`src/rtl/seg_scan_if.sv`:
```
// Bus between display-value producers and the seg_scan digit multiplexer.
// Carries the load-side inputs and the segment/anode/frame outputs as one bundle.
interface seg_scan_if #(
    parameter int NUM_DIGITS = 8
);
    // load is a single-cycle capture strobe with no back-pressure: every edge
    // that sees load = 1 captures digits/dots/blank. There is no ready signal.
    logic                      en;
    logic                      load;
    logic [4*NUM_DIGITS-1:0]   digits;
    logic [NUM_DIGITS-1:0]     dots;
    logic [NUM_DIGITS-1:0]     blank;
    logic [7:0]                seg_out;
    logic [NUM_DIGITS-1:0]     an;
    logic                      frame_done;

    modport master (
        output en, load, digits, dots, blank,
        input  seg_out, an, frame_done
    );

    modport slave (
        input  en, load, digits, dots, blank,
        output seg_out, an, frame_done
    );
endinterface

```
`src/rtl/seg_scan.sv`:
```
// Time-multiplexed seven-segment driver: hex decode, per-digit dp/blank, dead time
// between digits, and double-buffered display data committed only at frame wrap.
module seg_scan #(
    parameter int NUM_DIGITS = 8,
    parameter int SCAN_DIV   = 1000
) (
    input  logic      clk,
    input  logic      rst,
    seg_scan_if.slave bus
);
    localparam int DIV_W = $clog2(SCAN_DIV);
    localparam int IDX_W = (NUM_DIGITS > 1) ? $clog2(NUM_DIGITS) : 1;
    localparam logic [DIV_W-1:0] DIV_LAST = DIV_W'(SCAN_DIV - 1);
    localparam logic [IDX_W-1:0] IDX_LAST = IDX_W'(NUM_DIGITS - 1);

    logic [DIV_W-1:0]        r_div_cnt;
    logic [IDX_W-1:0]        r_idx;
    logic [4*NUM_DIGITS-1:0] r_act_digits;
    logic [NUM_DIGITS-1:0]   r_act_dots;
    logic [NUM_DIGITS-1:0]   r_act_blank;
    logic [4*NUM_DIGITS-1:0] r_pend_digits;
    logic [NUM_DIGITS-1:0]   r_pend_dots;
    logic [NUM_DIGITS-1:0]   r_pend_blank;
    logic                    r_pend_valid;
    logic [7:0]              r_seg;
    logic [NUM_DIGITS-1:0]   r_an;
    logic                    r_frame_done;

    logic                    w_div_last;
    logic                    w_wrap;
    logic [3:0]              w_nib;
    logic                    w_dot;
    logic                    w_blank;
    logic [NUM_DIGITS-1:0]   w_an;
    logic [6:0]              w_seg7;

    assign w_div_last = (r_div_cnt == DIV_LAST);
    assign w_wrap     = bus.en && w_div_last && (r_idx == IDX_LAST);
    assign w_nib      = 4'(r_act_digits >> {r_idx, 2'b00});
    assign w_dot      = 1'(r_act_dots >> r_idx);
    assign w_blank    = 1'(r_act_blank >> r_idx);
    assign w_an       = ~(NUM_DIGITS'(1) << r_idx);

    always_ff @(posedge clk or posedge rst) begin
        if (rst) begin
            r_div_cnt <= '0;
            r_idx     <= '0;
        end else if (bus.en) begin
            if (w_div_last) begin
                r_div_cnt <= '0;
                r_idx     <= (r_idx == IDX_LAST) ? '0 : r_idx + IDX_W'(1);
            end else begin
                r_div_cnt <= r_div_cnt + DIV_W'(1);
            end
        end
    end

    // A load on the wrap edge bypasses the pending buffer and supersedes it.
    always_ff @(posedge clk or posedge rst) begin
        if (rst) begin
            r_act_digits  <= '0;
            r_act_dots    <= '0;
            r_act_blank   <= '1;
            r_pend_digits <= '0;
            r_pend_dots   <= '0;
            r_pend_blank  <= '1;
            r_pend_valid  <= 1'b0;
        end else if (w_wrap && (bus.load || r_pend_valid)) begin
            r_act_digits <= bus.load ? bus.digits : r_pend_digits;
            r_act_dots   <= bus.load ? bus.dots   : r_pend_dots;
            r_act_blank  <= bus.load ? bus.blank  : r_pend_blank;
            r_pend_valid <= 1'b0;
        end else if (bus.load) begin
            r_pend_digits <= bus.digits;
            r_pend_dots   <= bus.dots;
            r_pend_blank  <= bus.blank;
            r_pend_valid  <= 1'b1;
        end
    end

    always_comb begin
        w_seg7 = 7'b1111111;
        case (w_nib)
            4'h0: w_seg7 = 7'b0000001;
            4'h1: w_seg7 = 7'b1001111;
            4'h2: w_seg7 = 7'b0010010;
            4'h3: w_seg7 = 7'b0000110;
            4'h4: w_seg7 = 7'b1001100;
            4'h5: w_seg7 = 7'b0100100;
            4'h6: w_seg7 = 7'b0100000;
            4'h7: w_seg7 = 7'b0001111;
            4'h8: w_seg7 = 7'b0000000;
            4'h9: w_seg7 = 7'b0000100;
            4'hA: w_seg7 = 7'b0001000;
            4'hB: w_seg7 = 7'b1100000;
            4'hC: w_seg7 = 7'b0110001;
            4'hD: w_seg7 = 7'b1000010;
            4'hE: w_seg7 = 7'b0110000;
            4'hF: w_seg7 = 7'b0111000;
            default: w_seg7 = 7'b1111111;
        endcase
    end

    // div_cnt == 0 is the dead slot that hides the anode/segment switch-over.
    always_ff @(posedge clk or posedge rst) begin
        if (rst) begin
            r_seg        <= 8'hFF;
            r_an         <= '1;
            r_frame_done <= 1'b0;
        end else begin
            r_frame_done <= w_wrap;
            if (!bus.en || (r_div_cnt == '0)) begin
                r_seg <= 8'hFF;
                r_an  <= '1;
            end else begin
                r_an  <= w_an;
                r_seg <= w_blank ? 8'hFF : {w_seg7, ~w_dot};
            end
        end
    end

    assign bus.seg_out    = r_seg;
    assign bus.an         = r_an;
    assign bus.frame_done = r_frame_done;
endmodule

```
`src/flat_wrapper.sv`:
```
// flat-port wrapper written by rule: the top's interface ports become plain ports
module seg_scan_flat 
#(
    parameter int NUM_DIGITS = 8,
    parameter int SCAN_DIV   = 1000
)
  (clk, rst, bus_en, bus_load, bus_digits, bus_dots, bus_blank, bus_seg_out, bus_an, bus_frame_done);
  seg_scan_if #(.NUM_DIGITS(NUM_DIGITS)) bus_i ();
  input  logic clk;
  input  logic rst;
  input wire logic [$bits(bus_i.en)-1:0] bus_en;
  input wire logic [$bits(bus_i.load)-1:0] bus_load;
  input wire logic [$bits(bus_i.digits)-1:0] bus_digits;
  input wire logic [$bits(bus_i.dots)-1:0] bus_dots;
  input wire logic [$bits(bus_i.blank)-1:0] bus_blank;
  output wire logic [$bits(bus_i.seg_out)-1:0] bus_seg_out;
  output wire logic [$bits(bus_i.an)-1:0] bus_an;
  output wire logic [$bits(bus_i.frame_done)-1:0] bus_frame_done;
  assign bus_i.en = bus_en;
  assign bus_i.load = bus_load;
  assign bus_i.digits = bus_digits;
  assign bus_i.dots = bus_dots;
  assign bus_i.blank = bus_blank;
  assign bus_seg_out = bus_i.seg_out;
  assign bus_an = bus_i.an;
  assign bus_frame_done = bus_i.frame_done;
  seg_scan #(.NUM_DIGITS(NUM_DIGITS), .SCAN_DIV(SCAN_DIV)) u_core (.clk(clk), .rst(rst), .bus(bus_i));
endmodule
```
`config.mk`:
```
export PLATFORM = sky130hd
export DESIGN_NAME = seg_scan_flat
export DESIGN_NICKNAME = d
export VERILOG_FILES = /design/src/rtl/seg_scan_if.sv /design/src/rtl/seg_scan.sv /design/src/flat_wrapper.sv
export SDC_FILE = /design/constraint.sdc
export NUM_CORES = 1
export LEC_CHECK = 0
export CORE_MARGIN = 3
export CORE_UTILIZATION = 35
export CTS_CLUSTER_SIZE = 24
export DETAILED_ROUTE_END_ITERATION = 8
export DONT_BUFFER_PORTS = 1
export MAX_ROUTING_LAYER = met4
export REMOVE_ABC_BUFFERS = 1
export SETUP_SLACK_MARGIN = 0.02
export SLEW_MARGIN = 0
export SYNTH_ARGS = -nofsm -noshare
export SYNTH_HDL_FRONTEND = slang
export SYNTH_SLANG_ARGS = --single-unit
```
`constraint.sdc`:
```
create_clock -name clk -period 11.2 [get_ports clk]
set_clock_uncertainty 0.1 [all_clocks]
set_input_delay 1.12 -clock clk [delete_from_list [all_inputs] [get_ports clk]]
set_output_delay 1.12 -clock clk [all_outputs]
set_load 0.01 [all_outputs]
```
==> impl_metrics.yaml, run 1 <==
place:
  place.port_buffers: 0
  place_congestion: 0.7466
  place_hpwl_um: 7615
  placedCellCount: 684
worst_setup_path:
  arrival_ps: 3180
  path_class: "primary input to register"
  r2r_slack_ps: 8250
  critPathRequiredTime_ps: 11390
  cp.buffers_inverters: 1
  cp_max_fo: 48
  crit_family: "simple AND/OR/NAND/NOR gates"
  crit_path_top_delay_cell: "nor4_4"
  critPathCaptureType: "register"
  path_cells: "nand4_1 > nor4_4 > and2_2 > nand2b_2 > buf_4 > mux2_2"
  cp-start-kind: "primary input"
  max_stage_delay_ps: 560
cts:
  cts_tree: "yes"
  clock_path_buffers: 2
  clock_latency_ps: 410
  cts_setup_buffers: 0
  cts.repair.resized: 0
  h-tree-depth: 4
  cts_buffers: 17
  clock-sinks: 127
  cts_hold_buf: 0
  cts-root-buf: "clkbuf_16"
  clk_pin_slew_worst_paths_ps: 60
synthesis:
  ys.flop_type: "dfrtp_1"
  synth_area_um2: 5974
  syn_inst: 489
  ys_types: 48
  yosysMostFrequentCell: "dfrtp_1"
  seq_area_frac_synth_pct: 53.86
  avgSynthCellArea_um2: 12.22
  ys_top_cells_by_area: "dfrtp_1 40%, dfstp_2 14%, mux2i_1 9.2%"
  async_reset_ff_share_pct: 100.0
  synth.largest_area_cell: "dfrtp_1"
  yosys-top-cells-count: "95 x dfrtp_1, 65 x nor2_1, 55 x mux2i_1"
  synth_edf_count: 0
  synth_seq_cells: 127
  yosys_warnings: 0
  yosysTopAreaCellShare_pct: 39.79
timing:
  clock.fmax_mhz: 334.9
  worstMarginPinSlew_ps: 869.5
  finalSetupViolCount: 0
  rsz0062_at_grt: "false"
  finalHoldViolCount: 0
  tns_ps: 0
  period_needed_ps: 2986
  fin_crit_sh_pct: 26.66
  slew_headroom_pct: 42.04
  slew_viol_final: 0
cells_and_area:
  area_growth_pct: 12.08
  seq_area_um2: 3218
  final_cells: 716
  multi_input_area_um2: 2517
  antennaDiodeCount: 0
  nets: 549
  fillCellCount: 1579
  drive_above_1_share_pct: 24.40
die:
  core_area_um2: 16640
  die-area_um2: 18670
  initial_core_util_pct: 35.90
  io_pins: 69
  die_w_um: 136.7
  die-height_um: 136.7
  rows: 47
pwr:
  p_total_w: 0.001162
  peakVddDrop_mv: 0.1445
  p_leak_nw: 2.994
  comb_power_share_pct: 7.3
  intPower_w: 0.0008764
  sw_frac_of_total_pct: 24.55
  pwr-share-seq_pct: 45.4
  power_density_nw_per_um2: 173.5
  p_clk_share_pct: 47.3
  switchingPower_w: 0.0002851
routing:
  routed_wl_um: 11520
  detail_route.first_pass.iterations: 4
  initialDrtViolationCount: 123
  drc: 0
  wl_per_cell_um: 16.08
  vias_per_cell: 4.944
  vias: 3540
  antenna_left: 0
grt:
  grt_pass1_wl_um: 19330
  antenna_found_initial: 0
  grt_pass1_vias: 3704
  grt_max_degree: 97
  grt-ovfl-total: 0
  grt_use_total_pct: 13.92
status:
  status: "complete, no violations"
min_path:
  hold_path.class: "register to register"
job:
  cap_violations: 0
## power groups by stage
stage | clock [W] | combinational, W | sequential [W]
2_1_floorplan | 0 | 0.0000699 | 0.000528
3_3_place_gp | 0 | 0.0000821 | 0.000533
3_5_place_dp | 0 | 0.0000858 | 0.000535
4_1_cts | 0.000566 | 0.0000863 | 0.000527
5_1_grt | 0.000591 | 0.0000958 | 0.000533
6_report | 0.000549 | 0.0000844 | 0.000528
## cells in the final DEF, fill, tap and decap left out, types with 2 or more instances in the layout
master      Yosys  final
dfrtp_1        95     95
nor2_1         65     65
mux2i_1        55     55
a21oi_1        50     50
dfstp_2        32     32
mux2_2         30     30
mux2_1         20     20
nand2_1        20     20
clkbuf_16       0     17
ha_1           14     14
inv_1          11     10
mux4_2         10     10
xnor2_1         7      7
nand3_1         5      5
buf_4           4      5
o21ai_0         4      4
nor3_1          4      4
clkinvlp_4      0      4
nand4_1         3      3
and3_1          3      3
o221ai_1        3      3
inv_6           0      3
clkinv_4        0      3
nor4_1          2      2
and2_1          2      2
inv_4           1      2
o211ai_1        2      2
a211oi_1        2      2
bufinv_16       0      2
## flip-flops by register name, summed over array words and instances, names as in the netlist
signal,count
u_core.bus.frame_done,1
u_core.bus.seg_out,8
u_core.r_div_cnt,10
u_core.r_pend_valid,1
u_core.r_pend_digits,32
u_core.r_pend_blank,8
u_core.bus.an,8
u_core.r_act_dots,8
u_core.r_act_blank,8
u_core.r_idx,3
u_core.r_pend_dots,8
u_core.r_act_digits,32
## routing by layer
metal	global-route usage, %	part of all wire, %	routed length [um]	up-vias
met5	-	0	0	-
li1	-	-	-	1712
met3	4.485	5.3	605	11
met4	4.479	1.4	161	0
met2	21.93	48	5527	76
met1	17.05	45	5221	1741
## kinds of logic after synthesis
| family | synth area share, % |
|---|---|
| mux | 22.79 |
| xor+xnor | 1.173 |
| flops | 53.86 |
| simple gates | 8.859 |
| fa+ha+maj | 2.932 |
| compound gates | 6.367 |
| buf+inv | 4.021 |
## through the flow
step           hold slack (ps)  util, %  instance area (um^2)  setup slack, ps
4_1_cts                  390.9    40.24                  6696             8202
6_report                 387.1    40.24                  6696             8214
5_1_grt                  400.2    40.24                  6696             7996
3_5_place_dp             376.4    36.64                  6098             7778
2_1_floorplan            358.2        -                  5782             6649
3_3_place_gp             372.0    36.64                  6098             7842
## worst reg2reg max path, delay by kind of cell, from the launching register on
| family | cells | cell delay (ps) |
|---|---|---|
| mux | 2 | 1150 |
| buf+inv | 3 | 610 |
| flops | 1 | 340 |
| compound gates | 2 | 320 |
| fa+ha+maj | 1 | 290 |
| simple gates | 1 | 50 |
## layout make-up
class | count | area share, %
Clock buffer | 18 | 6.558
Sequential cell | 127 | 48.06
Clock inverter | 14 | 2.373
Timing Repair Buffer | 5 | 0.5605
Inverter | 12 | 0.7474
Tap cell | 220 | 4.111
Multi-Input combinational cell | 320 | 37.59
## final timing paths
path / depth (start not counted) / from / to
hold / removal: 2 / u_core.r_pend_valid / u_core.r_pend_valid
min in group asynchronous: 1 / rst / u_core.r_act_digits[18]
max in group asynchronous: 2 / rst / u_core.r_pend_digits[9]
setup / recovery: 6 / bus_en / u_core.r_pend_digits[21]
setup reg to reg: 9 / u_core.r_idx[0] / u_core.bus.seg_out[4]
hold reg to reg: 2 / u_core.r_pend_valid / u_core.r_pend_valid
No activity file was read; power rests on OpenSTA's default activity.
==> run 2, diff against run 1 <==
==> constraint.sdc (replaced) <==
create_clock -name clk -period 2.7 [get_ports clk]
set_clock_uncertainty 0.1 [all_clocks]
set_input_delay 0.27 -clock clk [delete_from_list [all_inputs] [get_ports clk]]
set_output_delay 0.27 -clock clk [all_outputs]
set_load 0.01 [all_outputs]
==> run 2 against run 1 <==
Effect of this change: largest power group unchanged; worst setup slack worse by 8000 ps; first-iteration DRC count grew 75%; combinational power increased to 5.5 times the previous value; largest cell class unchanged; sequential share of layout area shrank 5.3 points.
==> impl_metrics.yaml, run 2 (synthesized netlist as in run 1, its figures left out) <==
routing:
  vias_per_cell: 4.931
  wl_per_cell_um: 16.69
  vias: 3846
  detail_route.first_pass.iterations: 6
  routed_wl_um: 13020
  drc: 0
  initialDrtViolationCount: 215
  antenna_left: 0
cells_and_area:
  final_cells: 780
  antennaDiodeCount: 0
  final_common_cell: "dfrtp_1"
  drive_above_1_share_pct: 22.86
  layout_common_cells: "95 x dfrtp_1, 65 x nor2_1, 57 x dlygate4sd3_1, 55 x mux2i_1, 50 x a21oi_1"
  area_growth_pct: 25.86
  reg_top3: "u_core.r_act_digits (32), u_core.r_pend_digits (32), u_core.r_div_cnt (10)"
  post-route-util_pct: 45.18
  nets: 613
timing:
  setup_ws_ps: 209.8
  period_needed_ps: 2490
  worstMarginPinSlew_ps: 707.5
  finalHoldViolCount: 0
  clock.fmax_mhz: 401.6
  fin_crit_sh_pct: 92.23
  slew_headroom_pct: 52.68
  slew_viol_final: 0
  tns_ps: 0
  rsz0062_at_grt: "false"
  finalSetupViolCount: 0
grt:
  grt_use_total_pct: 15.42
  antenna_found_initial: 0
  grt-ovfl-total: 0
  grt_pass1_wl_um: 21250
  grt_max_degree: 64
  grt_pass1_vias: 4018
die:
  rows: 47
  initial_core_util_pct: 35.90
  core_area_um2: 16640
  die_w_um: 136.7
  die-area_um2: 18670
  io_pins: 69
  die-height_um: 136.7
job:
  cap_violations: 0
worst_setup_path:
  arrival_ps: 2710
  r2r_slack_ps: 210
  path_class: "register to register"
  cp-start-kind: "register"
  critPathCaptureType: "register"
  critPathRequiredTime_ps: 2920
  cp_max_fo: 17
cts:
  cts_hold_buf: 57
  cts-root-buf: "clkbuf_16"
  clock_path_buffers: 2
  cts_buffers: 17
  clock_latency_ps: 420
  clk_pin_slew_worst_paths_ps: 60
  cts_setup_buffers: 0
  cts_tree: "yes"
  clock-sinks: 127
  h-tree-depth: 4
  cts.repair.resized: 0
place:
  place_hpwl_um: 8049
  place.port_buffers: 0
  placedCellCount: 690
  place_congestion: 0.8625
  preCtsSetupSlack_ps: 241.2
pwr:
  peakVddDrop_mv: 0.3942
  power_density_nw_per_um2: 727.3
  p_leak_nw: 3.362
  p_total_w: 0.005469
min_path:
  hold_path.class: "primary input to register"
status:
  status: "complete, no violations"
## run 2: cell count changes in the layout (fill, tap and decap cells not counted), sizes merged
cell and change:
clkinvlp -3, bufinv +6, buf +7, clkbuf +1
dlygate4sd3 +57, inv -4
## run 2: power by group
part	leakage (nW)	internal [W]	switching (W)
Clock	0.354	0.00197	0.000842
Sequential	1.54	0.00206	0.000134
Combinational	1.47	0.000242	0.000219
Total	3.36	0.00427	0.00119
## run 2: area by class of cell
| class | count | area [um^2] |
|---|---|---|
| Clock buffer | 19 | 452.9 |
| Clock inverter | 13 | 282.8 |
| Fill cell | 1515 | 9123 |
| Inverter | 12 | 50.05 |
| Multi-Input combinational cell | 320 | 2517 |
| Sequential cell | 127 | 3218 |
| Tap cell | 220 | 275.3 |
| Timing Repair Buffer | 69 | 723.2 |
## run 2: worst paths after layout
path,depth (start not counted),end,start
worst max-delay path,10,u_core.bus.seg_out[4],u_core.r_idx[0]
worst min-delay path,2,u_core.r_act_digits[21],bus_digits[21]
worst max register to register,10,u_core.bus.seg_out[4],u_core.r_idx[0]
worst min register to register,1,u_core.r_pend_digits[4],u_core.r_pend_digits[4]
max in group asynchronous,3,u_core.r_pend_blank[1],rst
min in group asynchronous,2,u_core.r_div_cnt[7],rst
## run 2: through the flow
| step | area, um^2 | hold slack, ps |
|---|---|---|
| final | 7520 | 10.74 |
| after global routing | 7520 | 14.79 |
| after CTS | 7510 | 0.4264 |
| after detailed placement | 6193 | 54.41 |
| after global placement | 6193 | 48.21 |
| after floorplan | 5782 | 301.8 |
## run 2: routing by layer
| metal | GRT usage [%] | share of wire (%) | wire [um] | vias up |
|---|---|---|---|---|
| li1 | - | - | - | 1845 |
| met1 | 19.64 | 46 | 5966 | 1922 |
| met2 | 24.51 | 50 | 6479 | 69 |
| met3 | 3.676 | 3.3 | 433 | 10 |
| met4 | 4.759 | 1.1 | 140 | 0 |
| met5 | - | 0 | 0 | - |
## run 2: worst max-delay path, stage by stage, from the launching register on
cell      delay [ps]
dfrtp_1          420
buf_12           210
mux4_2           500
mux2i_1          210
buf_4            190
inv_1             90
ha_1             240
inv_1             90
nor3_1            60
a211oi_1         160
o21ai_0          120
